[src/rtl/pmp_check_arbiter_if.sv]
// Bus bundle between the PMP check arbiter, its requesters and the shared
// combinational PMP checker. The arbiter uses the slave view; whatever plays
// the requesters, checker and response sink uses the master view.
interface pmp_check_arbiter_if #(
  parameter int NREQ    = 3,
  parameter int PA_BITS = 56,
  parameter int IDW     = 2
);

  // Requester side
  logic [NREQ-1:0]         ReqValid;
  logic [NREQ-1:0]         ReqReady;
  logic [NREQ*PA_BITS-1:0] ReqAdr;
  logic [NREQ*2-1:0]       ReqType;
  logic [NREQ*2-1:0]       ReqPriv;

  // PMP CSR write notification
  logic                    CfgWrite;

  // Shared checker side
  logic [PA_BITS-1:0]      ChkAdr;
  logic [1:0]              ChkPriv;
  logic                    ChkExecute;
  logic                    ChkWrite;
  logic                    ChkRead;
  logic                    ChkInstrFault;
  logic                    ChkStoreFault;
  logic                    ChkLoadFault;

  // Response side
  logic                    RspValid;
  logic                    RspReady;
  logic [IDW-1:0]          RspId;
  logic                    RspFault;

  modport master (
    output ReqValid, ReqAdr, ReqType, ReqPriv, CfgWrite,
    output ChkInstrFault, ChkStoreFault, ChkLoadFault, RspReady,
    input  ReqReady, ChkAdr, ChkPriv, ChkExecute, ChkWrite, ChkRead,
    input  RspValid, RspId, RspFault
  );

  modport slave (
    input  ReqValid, ReqAdr, ReqType, ReqPriv, CfgWrite,
    input  ChkInstrFault, ChkStoreFault, ChkLoadFault, RspReady,
    output ReqReady, ChkAdr, ChkPriv, ChkExecute, ChkWrite, ChkRead,
    output RspValid, RspId, RspFault
  );

endinterface

[src/rtl/pmp_check_arbiter.sv]
// Shares one combinational PMP checker among several physical-address
// requesters. Requests are picked round-robin into an issue stage (S1) that
// drives the checker; the fault result is captured into a one-entry response
// buffer (S2). A small FSM drains S1 and waits one settle cycle after every
// PMP CSR write so no check issues against a half-updated configuration.
module pmp_check_arbiter #(
  parameter int NREQ    = 3,
  parameter int PA_BITS = 56,
  parameter int IDW     = 2
) (
  input  logic                 clk,
  input  logic                 reset,
  pmp_check_arbiter_if.slave   bus
);

  typedef enum logic [1:0] {
    RUN    = 2'd0,
    DRAIN  = 2'd1,
    SETTLE = 2'd2
  } cfgState_t;

  cfgState_t state;
  cfgState_t nextState;

  // Issue stage
  logic               s1Valid;
  logic [PA_BITS-1:0] s1Adr;
  logic [1:0]         s1Type;
  logic [1:0]         s1Priv;
  logic [IDW-1:0]     s1Id;

  // Response stage
  logic               s2Valid;
  logic [IDW-1:0]     s2Id;
  logic               s2Fault;

  // Index of the most recent winner; the search starts just after it
  logic [IDW-1:0]     lastPtr;

  logic               s2Free;
  logic               s1Adv;
  logic               s1Free;
  logic               canGrant;
  logic               grantFound;
  logic [IDW-1:0]     grantIdx;
  logic [NREQ-1:0]    grantVec;
  logic               accept;
  logic               checkFault;

  // Adds an offset to a requester index and wraps it back into 0..NREQ-1
  function automatic logic [IDW-1:0] wrapIdx(input logic [IDW-1:0] base, input int offset);
    int sum;
    sum = int'(base) + offset;
    if (sum >= NREQ) sum = sum - NREQ;
    return IDW'(sum);
  endfunction

  assign s2Free   = ~s2Valid | bus.RspReady;
  assign s1Adv    = s1Valid & s2Free;
  assign s1Free   = ~s1Valid | s1Adv;
  assign canGrant = s1Free & (state == RUN) & ~bus.CfgWrite;

  // Round-robin search for the first valid requester after the last winner
  always_comb begin
    grantFound = 1'b0;
    grantIdx   = '0;
    for (int k = 1; k <= NREQ; k++) begin
      if (!grantFound && bus.ReqValid[wrapIdx(lastPtr, k)]) begin
        grantFound = 1'b1;
        grantIdx   = wrapIdx(lastPtr, k);
      end
    end
  end

  // One-hot grant; forced low while reset is asserted so it drops immediately
  always_comb begin
    grantVec = '0;
    if (canGrant && grantFound && !reset) begin
      grantVec[grantIdx] = 1'b1;
    end
  end

  assign accept       = |grantVec;
  assign bus.ReqReady = grantVec;

  // The checker sees the issue stage; type bits are one-hot and idle when S1 is empty
  assign bus.ChkAdr     = s1Adr;
  assign bus.ChkPriv    = s1Priv;
  assign bus.ChkRead    = s1Valid & (s1Type == 2'b00);
  assign bus.ChkWrite   = s1Valid & (s1Type == 2'b01);
  assign bus.ChkExecute = s1Valid & (s1Type == 2'b10);

  // Pick the checker fault matching the access type; the reserved type always faults
  always_comb begin
    checkFault = 1'b1;
    case (s1Type)
      2'b00:   checkFault = bus.ChkLoadFault;
      2'b01:   checkFault = bus.ChkStoreFault;
      2'b10:   checkFault = bus.ChkInstrFault;
      default: checkFault = 1'b1;
    endcase
  end

  // Config sequencing: drain the issue stage, then settle for one cycle
  always_comb begin
    nextState = state;
    case (state)
      RUN: begin
        if (bus.CfgWrite) nextState = DRAIN;
      end
      DRAIN: begin
        if (bus.CfgWrite)  nextState = DRAIN;
        else if (!s1Valid) nextState = SETTLE;
      end
      SETTLE: begin
        if (bus.CfgWrite) nextState = DRAIN;
        else              nextState = RUN;
      end
      default: nextState = RUN;
    endcase
  end

  // Config FSM state register
  always_ff @(posedge clk or posedge reset) begin
    if (reset) state <= RUN;
    else       state <= nextState;
  end

  // Remember the winner only when the grant is actually taken
  always_ff @(posedge clk or posedge reset) begin
    if (reset)       lastPtr <= IDW'(NREQ - 1);
    else if (accept) lastPtr <= grantIdx;
  end

  // Issue stage: load the winning request, or empty out when it moves on
  always_ff @(posedge clk or posedge reset) begin
    if (reset) begin
      s1Valid <= 1'b0;
      s1Adr   <= '0;
      s1Type  <= '0;
      s1Priv  <= '0;
      s1Id    <= '0;
    end else if (accept) begin
      s1Valid <= 1'b1;
      s1Adr   <= bus.ReqAdr[int'(grantIdx) * PA_BITS +: PA_BITS];
      s1Type  <= bus.ReqType[int'(grantIdx) * 2 +: 2];
      s1Priv  <= bus.ReqPriv[int'(grantIdx) * 2 +: 2];
      s1Id    <= grantIdx;
    end else if (s1Adv) begin
      s1Valid <= 1'b0;
    end
  end

  // Response stage: capture the fault as S1 advances, release when consumed
  always_ff @(posedge clk or posedge reset) begin
    if (reset) begin
      s2Valid <= 1'b0;
      s2Id    <= '0;
      s2Fault <= 1'b0;
    end else if (s1Adv) begin
      s2Valid <= 1'b1;
      s2Id    <= s1Id;
      s2Fault <= checkFault;
    end else if (bus.RspReady) begin
      s2Valid <= 1'b0;
    end
  end

  assign bus.RspValid = s2Valid;
  assign bus.RspId    = s2Id;
  assign bus.RspFault = s2Fault;

endmodule

[src/flat_wrapper.sv]
// flat-port wrapper written by rule: the top's interface ports become plain ports
module pmp_check_arbiter_flat 
#(
  parameter int NREQ    = 3,
  parameter int PA_BITS = 56,
  parameter int IDW     = 2
)
  (clk, reset, bus_ReqValid, bus_ReqAdr, bus_ReqType, bus_ReqPriv, bus_CfgWrite, bus_ChkInstrFault, bus_ChkStoreFault, bus_ChkLoadFault, bus_RspReady, bus_ReqReady, bus_ChkAdr, bus_ChkPriv, bus_ChkExecute, bus_ChkWrite, bus_ChkRead, bus_RspValid, bus_RspId, bus_RspFault);
  pmp_check_arbiter_if #(.NREQ(NREQ), .PA_BITS(PA_BITS), .IDW(IDW)) bus_i ();
  input  logic clk;
  input  logic reset;
  input wire logic [$bits(bus_i.ReqValid)-1:0] bus_ReqValid;
  input wire logic [$bits(bus_i.ReqAdr)-1:0] bus_ReqAdr;
  input wire logic [$bits(bus_i.ReqType)-1:0] bus_ReqType;
  input wire logic [$bits(bus_i.ReqPriv)-1:0] bus_ReqPriv;
  input wire logic [$bits(bus_i.CfgWrite)-1:0] bus_CfgWrite;
  input wire logic [$bits(bus_i.ChkInstrFault)-1:0] bus_ChkInstrFault;
  input wire logic [$bits(bus_i.ChkStoreFault)-1:0] bus_ChkStoreFault;
  input wire logic [$bits(bus_i.ChkLoadFault)-1:0] bus_ChkLoadFault;
  input wire logic [$bits(bus_i.RspReady)-1:0] bus_RspReady;
  output wire logic [$bits(bus_i.ReqReady)-1:0] bus_ReqReady;
  output wire logic [$bits(bus_i.ChkAdr)-1:0] bus_ChkAdr;
  output wire logic [$bits(bus_i.ChkPriv)-1:0] bus_ChkPriv;
  output wire logic [$bits(bus_i.ChkExecute)-1:0] bus_ChkExecute;
  output wire logic [$bits(bus_i.ChkWrite)-1:0] bus_ChkWrite;
  output wire logic [$bits(bus_i.ChkRead)-1:0] bus_ChkRead;
  output wire logic [$bits(bus_i.RspValid)-1:0] bus_RspValid;
  output wire logic [$bits(bus_i.RspId)-1:0] bus_RspId;
  output wire logic [$bits(bus_i.RspFault)-1:0] bus_RspFault;
  assign bus_i.ReqValid = bus_ReqValid;
  assign bus_i.ReqAdr = bus_ReqAdr;
  assign bus_i.ReqType = bus_ReqType;
  assign bus_i.ReqPriv = bus_ReqPriv;
  assign bus_i.CfgWrite = bus_CfgWrite;
  assign bus_i.ChkInstrFault = bus_ChkInstrFault;
  assign bus_i.ChkStoreFault = bus_ChkStoreFault;
  assign bus_i.ChkLoadFault = bus_ChkLoadFault;
  assign bus_i.RspReady = bus_RspReady;
  assign bus_ReqReady = bus_i.ReqReady;
  assign bus_ChkAdr = bus_i.ChkAdr;
  assign bus_ChkPriv = bus_i.ChkPriv;
  assign bus_ChkExecute = bus_i.ChkExecute;
  assign bus_ChkWrite = bus_i.ChkWrite;
  assign bus_ChkRead = bus_i.ChkRead;
  assign bus_RspValid = bus_i.RspValid;
  assign bus_RspId = bus_i.RspId;
  assign bus_RspFault = bus_i.RspFault;
  pmp_check_arbiter #(.NREQ(NREQ), .PA_BITS(PA_BITS), .IDW(IDW)) u_core (.clk(clk), .reset(reset), .bus(bus_i));
endmodule
[config.mk]
export PLATFORM = sky130hd
export DESIGN_NAME = pmp_check_arbiter_flat
export DESIGN_NICKNAME = d
export VERILOG_FILES = /design/src/rtl/pmp_check_arbiter_if.sv /design/src/rtl/pmp_check_arbiter.sv /design/src/flat_wrapper.sv
export SDC_FILE = /design/constraint.sdc
export NUM_CORES = 1
export LEC_CHECK = 0
export BUFFER_PORTS_ARGS = -buffer_cell sky130_fd_sc_hd__buf_2
export CORE_MARGIN = 4
export CORE_UTILIZATION = 35
export DETAILED_ROUTE_END_ITERATION = 8
export PLACE_DENSITY = 0.75
export SLEW_MARGIN = 15
export SYNTH_ARGS = -nofsm -noshare
export SYNTH_HDL_FRONTEND = slang
export SYNTH_SLANG_ARGS = --single-unit
[constraint.sdc]
create_clock -name clk -period 9.55 [get_ports clk]
set_input_delay 1.91 -clock clk [delete_from_list [all_inputs] [get_ports clk]]
set_output_delay 1.91 -clock clk [all_outputs]
set_load 0.05 [all_outputs]
**Word-level counts from Yosys, hierarchy flattened**

Index checks and enable logic that the tools add are counted.

- Bits in registers: 71
- Bits of input ports: 190
- Output and inout bits: 68
- Logic and storage cells: 87

- Add/subtract/negate cells: 6
- $mul: 1
- Order comparisons: 8
- Equal/unequal tests: 6
- Shift operators: 3
- Mux-type cells: 28
- Bitwise logic cells: 11
- Reductions and logical operators: 14

Operator list:

| operator | number |
|---|---|
| $shiftx 168x32->56 | 1 |
| $mux 2 | 9 |
| $lt 2x3->1 const B | 4 |
| $mux 1 | 12 |
| $shiftx 6x4->2 | 2 |
| $ge 3x2->1 const B | 3 |
| $add 2x2->3 const B | 2 |
| $and 1x1->1 | 6 |
| $bmux 1 s2 | 3 |
| $pmux 2 s3 | 1 |
| $logic_and 1x1->1 | 5 |
| $mul 2x3->5 const B | 1 |
| $eq 2x1->1 const B | 2 |
| $eq 2x2->1 const B | 2 |
| $logic_not 2->1 | 2 |
| $reduce_bool 2->1 | 2 |
| $sub 2x1->2 const B | 2 |
| $add 2x1->3 const B | 1 |
| $logic_not 1->1 | 3 |
| $mux 3 | 1 |
| $ne 3x3->1 const B | 1 |
| $not 1->1 | 3 |
| $pmux 1 s3 | 1 |
| $reduce_or 3->1 | 1 |
| other kinds (6) | 7 |

**Logic depth before layout (Yosys ltp)**

- Depth in word-level cells: 19
- Gate-level depth with buffers: 12
- Gate-level depth less buffers: 8

**Worst setup path before layout**

No wires, ideal clock.

- Path kind: input -> output
- From: input bus_ReqValid[2]
- To: output bus_ReqReady[1]
- Data arrival time: 3.862 ns
- Required time: 7.640 ns
- Setup slack: 3.778 ns
- Stages on the path: 7
- Buffers on the path: 2
- Cell sequence: or3b_1 a21bo_1 a21oi_1 or2_1 clkbuf_1 clkbuf_1 a21oi_1

- Cells in the longest elaborated chain, start to end: 14
- Elaborated cells on any way between the ends: 24
- Classes of those cells: order compare (2); mux (15); reduce/logical (7)

RTL lines:

| item | line | source |
|---|---|---|
| start, declared | flat_wrapper.sv:12 | `input wire logic [$bits(bus_i.ReqValid)-1:0] bus_ReqValid;` |
| $bmux 1 s2 | pmp_check_arbiter.sv:68 | `if (!grantFound && bus.ReqValid[wrapIdx(lastPtr, k)]) begin` |
| $mux 1 (implied by the code) | pmp_check_arbiter.sv:68 |  |
| $mux 1 | pmp_check_arbiter.sv:68 |  |
| $logic_not 1->1 | pmp_check_arbiter.sv:68 |  |
| $logic_and 1x1->1 | pmp_check_arbiter.sv:68 |  |
| $mux 1 | pmp_check_arbiter.sv:68 |  |
| $logic_not 1->1 | pmp_check_arbiter.sv:68 |  |
| $logic_and 1x1->1 | pmp_check_arbiter.sv:68 |  |
| $mux 2 | pmp_check_arbiter.sv:68 |  |
| $lt 2x3->1 (implied by the code) or $ge 2x1->1 (tied branches) | pmp_check_arbiter.sv:79 | `grantVec[grantIdx] = 1'b1;` |
| $logic_and 1x1->1 (implied by the code) | pmp_check_arbiter.sv:79 |  |
| $mux 1 (implied by the code) | pmp_check_arbiter.sv:79 |  |
| $demux 1 s2 | - |  |
| $mux 3 * | pmp_check_arbiter.sv:78 | `if (canGrant && grantFound && !reset) begin` |
| end, declared | flat_wrapper.sv:21 | `output wire logic [$bits(bus_i.ReqReady)-1:0] bus_ReqReady;` |

Every way passes the cells marked *; elsewhere a longest branch is shown, timed or not. The select of a mux whose other input is x is not followed.

**Worst setup path in the final report**

- From: input bus_ReqValid[1]
- To: output bus_ReqReady[2]

The elaborated chain is that of the path after synthesis.

==> qor.yml <==
cts_hold_repair.buffers: 0
holdWs_ns: 0.463
synth_nets: 549
maxCapViolCount: 0
yosysWarningCount: 0
clock-sinks: 70
finalSetupViolCount: 0
rows: 39
avgSynthCellArea_um2: 11.5
nNetsFinal: 787
dp_hpwl_um: 9360
syn_inst: 355
fin_crit_sh_pct: 65.8
worst_r2r_endpoint: "u_core.bus.ChkAdr[15]"
grt_pass1_vias: 3862
via_per_inst: 5.29
crit_path_end: "bus_ReqReady[2]"
postCtsSetupRepairBufs: 0
dp.cells: 724
root_buffer: "clkbuf_16"
initial_utilization_pct: 35.9
critPathKind: "in2out"
antenna_found_initial: 0
num_vias: 3923
wl_um: 12100
synth_top_family_by_area: "compound AO/OA/AOI/OAI gates"
max-vdd-ir-drop_mv: 0.256
synth-simple-area-share_pct: 3.33
drcViolationCount: 0
cts_buffer_depth: 2
finalHoldViolations: 0
pre_cts_ws_ns: 3.27
ys_ff_latch: 70
clk-insertion-delay-late_ns: 0.32
antenna_cells: 0
muxShareOfSynthArea_pct: 17.3
firstDrtPassIters: 4
die_x_um: 116
slew_headroom_pct: 24.5
port_buffers: 257
hold_class: "reg2reg"
cts_tree: "yes"
fin_util_pct: 50.6
fin_crit_ns: 6.29
multi_input_area_mm2: 0.00216
fillers: 1055
die-area_mm2: 0.0135
seq_area_mm2: 0.00175
routedWlPerCell_um: 16.4
grt_overflow: 0
critPathArrivalTime_ns: 4.38
r2r-start: "u_core.s1Id[0]"
synthXorXnorAreaFrac_pct: 0
cts_buffers: 9
synth_area_mm2: 0.00409
grt_max_degree: 64
status: "complete, no violations"
fin_setup_tns_ns: 0
place.gp.congestion: 0.842
place_area_mm2: 0.00545
crit_required_ns: 7.64
post_cts_resize_count: 0
synth_compound_area_share_pct: 30.3
startpoint: "bus_ReqValid[1]"
ys_types: 37
layout-drive-gt1-share_pct: 58.0
design_area_mm2: 0.00578
drt_iter0_drc: 131
leakage_nw: 3.09
power_mw: 2.45
synthAdderAreaFrac_pct: 1.22
fin_ws_ns: 3.26
grt_pass1_wl_um: 18100
slew_violations: 0
tightest_slew_ns: 1.13
reg2reg_depth: 11
core-area_mm2: 0.0114
max_freq_mhz: 159
path_max_fanout: 63
end_kind: "output port"
gr-usage-all-layers_pct: 16.7
ys_seq_area_share_pct: 42.8
power.density_mw_per_mm2: 423
fp.dieH_um: 116
instances_no_fill: 741
r2r_setup_slack_ns: 5.34
htreeDepth: 3
path_clk_slew_ns: 0.06
syn_to_final_growth_pct: 41.2
io_pins: 258
rsz0062_at_grt: "no"
skew_ns: 0.00789
cp-start-kind: "input pin"
ant_nets: 0
[worst max-delay path: stages]
cell	delay (ns)
buf_2	0.13
mux2_4	0.27
a21bo_1	0.21
a21oi_1	0.27
or2_2	0.94
nand4_1	0.27
inv_1	0.12
buf_2	0.27
[registers in the layout (all words and copies together), names as in the netlist]
| signal | count |
|---|---|
| u_core.lastPtr | 1 |
| u_core.bus.RspValid | 1 |
| u_core.bus.ChkPriv | 2 |
| u_core.state | 2 |
| u_core.bus.RspFault | 1 |
| u_core.bus.RspId | 2 |
| u_core.s1Type | 2 |
| u_core.bus.ChkAdr | 56 |
| u_core.s1Id | 2 |
| u_core.s1Valid | 1 |
[final cells by class]
class,count,area share [%]
clock inverters,4,1.21
clock buffers,12,4.26
multi-input cells,239,37.4
inverters,11,0.714
well taps,143,3.10
flip-flops and latches,70,30.3
repair buffers,262,23.0
[worst min-delay path by stage]
stage               slack, ns             endpoint           startpoint  depth (start not counted)
floorplan                0.43      u_core.state[1]      u_core.state[1]                          1
global placement         0.44      u_core.state[1]      u_core.state[1]                          1
detailed placement       0.46      u_core.state[1]      u_core.state[1]                          1
CTS                      0.47      u_core.state[1]      u_core.state[1]                          1
global route             0.51  u_core.bus.RspId[0]  u_core.bus.RspId[0]                          2
finish                   0.46      u_core.state[1]      u_core.state[1]                          1
[synth_stat cells (all sizes together)]
cell	instances	area (µm²)
buf	16	92.6
a22oi	2	15.0
or3b	1	8.76
dfstp	1	26.3
mux2i	3	30.0
o221ai	1	8.76
or2	2	12.5
a311o	1	10.0
dfrtp	69	1730
o21bai	1	7.51
a32oi	1	8.76
o31ai	1	12.5
a21bo	1	10.0
nor2	3	11.3
or4	1	11.3
nand2b	3	18.8
mux2	60	679
nor4b	1	8.76
a21oi	6	33.8
nand4	1	6.26
a221o	1	10.0
o211a	1	10.0
nor3	3	15.0
a22o	118	1030
ha	4	50.1
clkbuf	19	71.3
inv	11	41.3
a21boi	1	7.51
o221a	1	11.3
nand2	10	37.5
o21ai	10	61.3
nor4	1	6.26
[cell usage in the layout, fill, tap and decap left out, types with 2 or more instances in the layout]
cell	n
nor2_1	3
or2_2	2
mux2_2	59
nand2b_1	3
buf_4	4
a21oi_1	5
ha_1	4
dfrtp_1	69
clkbuf_16	9
nor3_1	3
inv_1	10
clkbuf_1	2
mux2i_1	3
clkinv_2	2
a22o_1	118
nand2_1	10
bufinv_16	2
a22oi_1	2
o21ai_0	9
buf_2	257
[logic make-up (layout without fill, tap and decap cells)]
| group | after synthesis | in the layout |
|---|---|---|
| DFF | 70 | 70 |
| muxes | 63 | 63 |
| buffers and inverters | 46 | 289 |
| AOI/OAI and AO/OA | 146 | 146 |
| adders and majority gates | 4 | 4 |
| and+or+nand+nor | 26 | 26 |
[per-layer routing]
layer	global-route usage, %	routed length (µm)	up-vias
li1	-	-	1872
met1	19.4	4560	1867
met2	30.0	6380	165
met3	3.89	985	19
met4	6.19	224	0
met5	0	0	-
[power breakdown]
part           switching (mW)  leakage (nW)  internal [mW]
registers              0.0735         0.863          0.437
clock network           0.117         0.157          0.235
logic                    1.01          2.07          0.576
total                    1.20          3.09           1.25
Power figures use the tool's default switching activity.
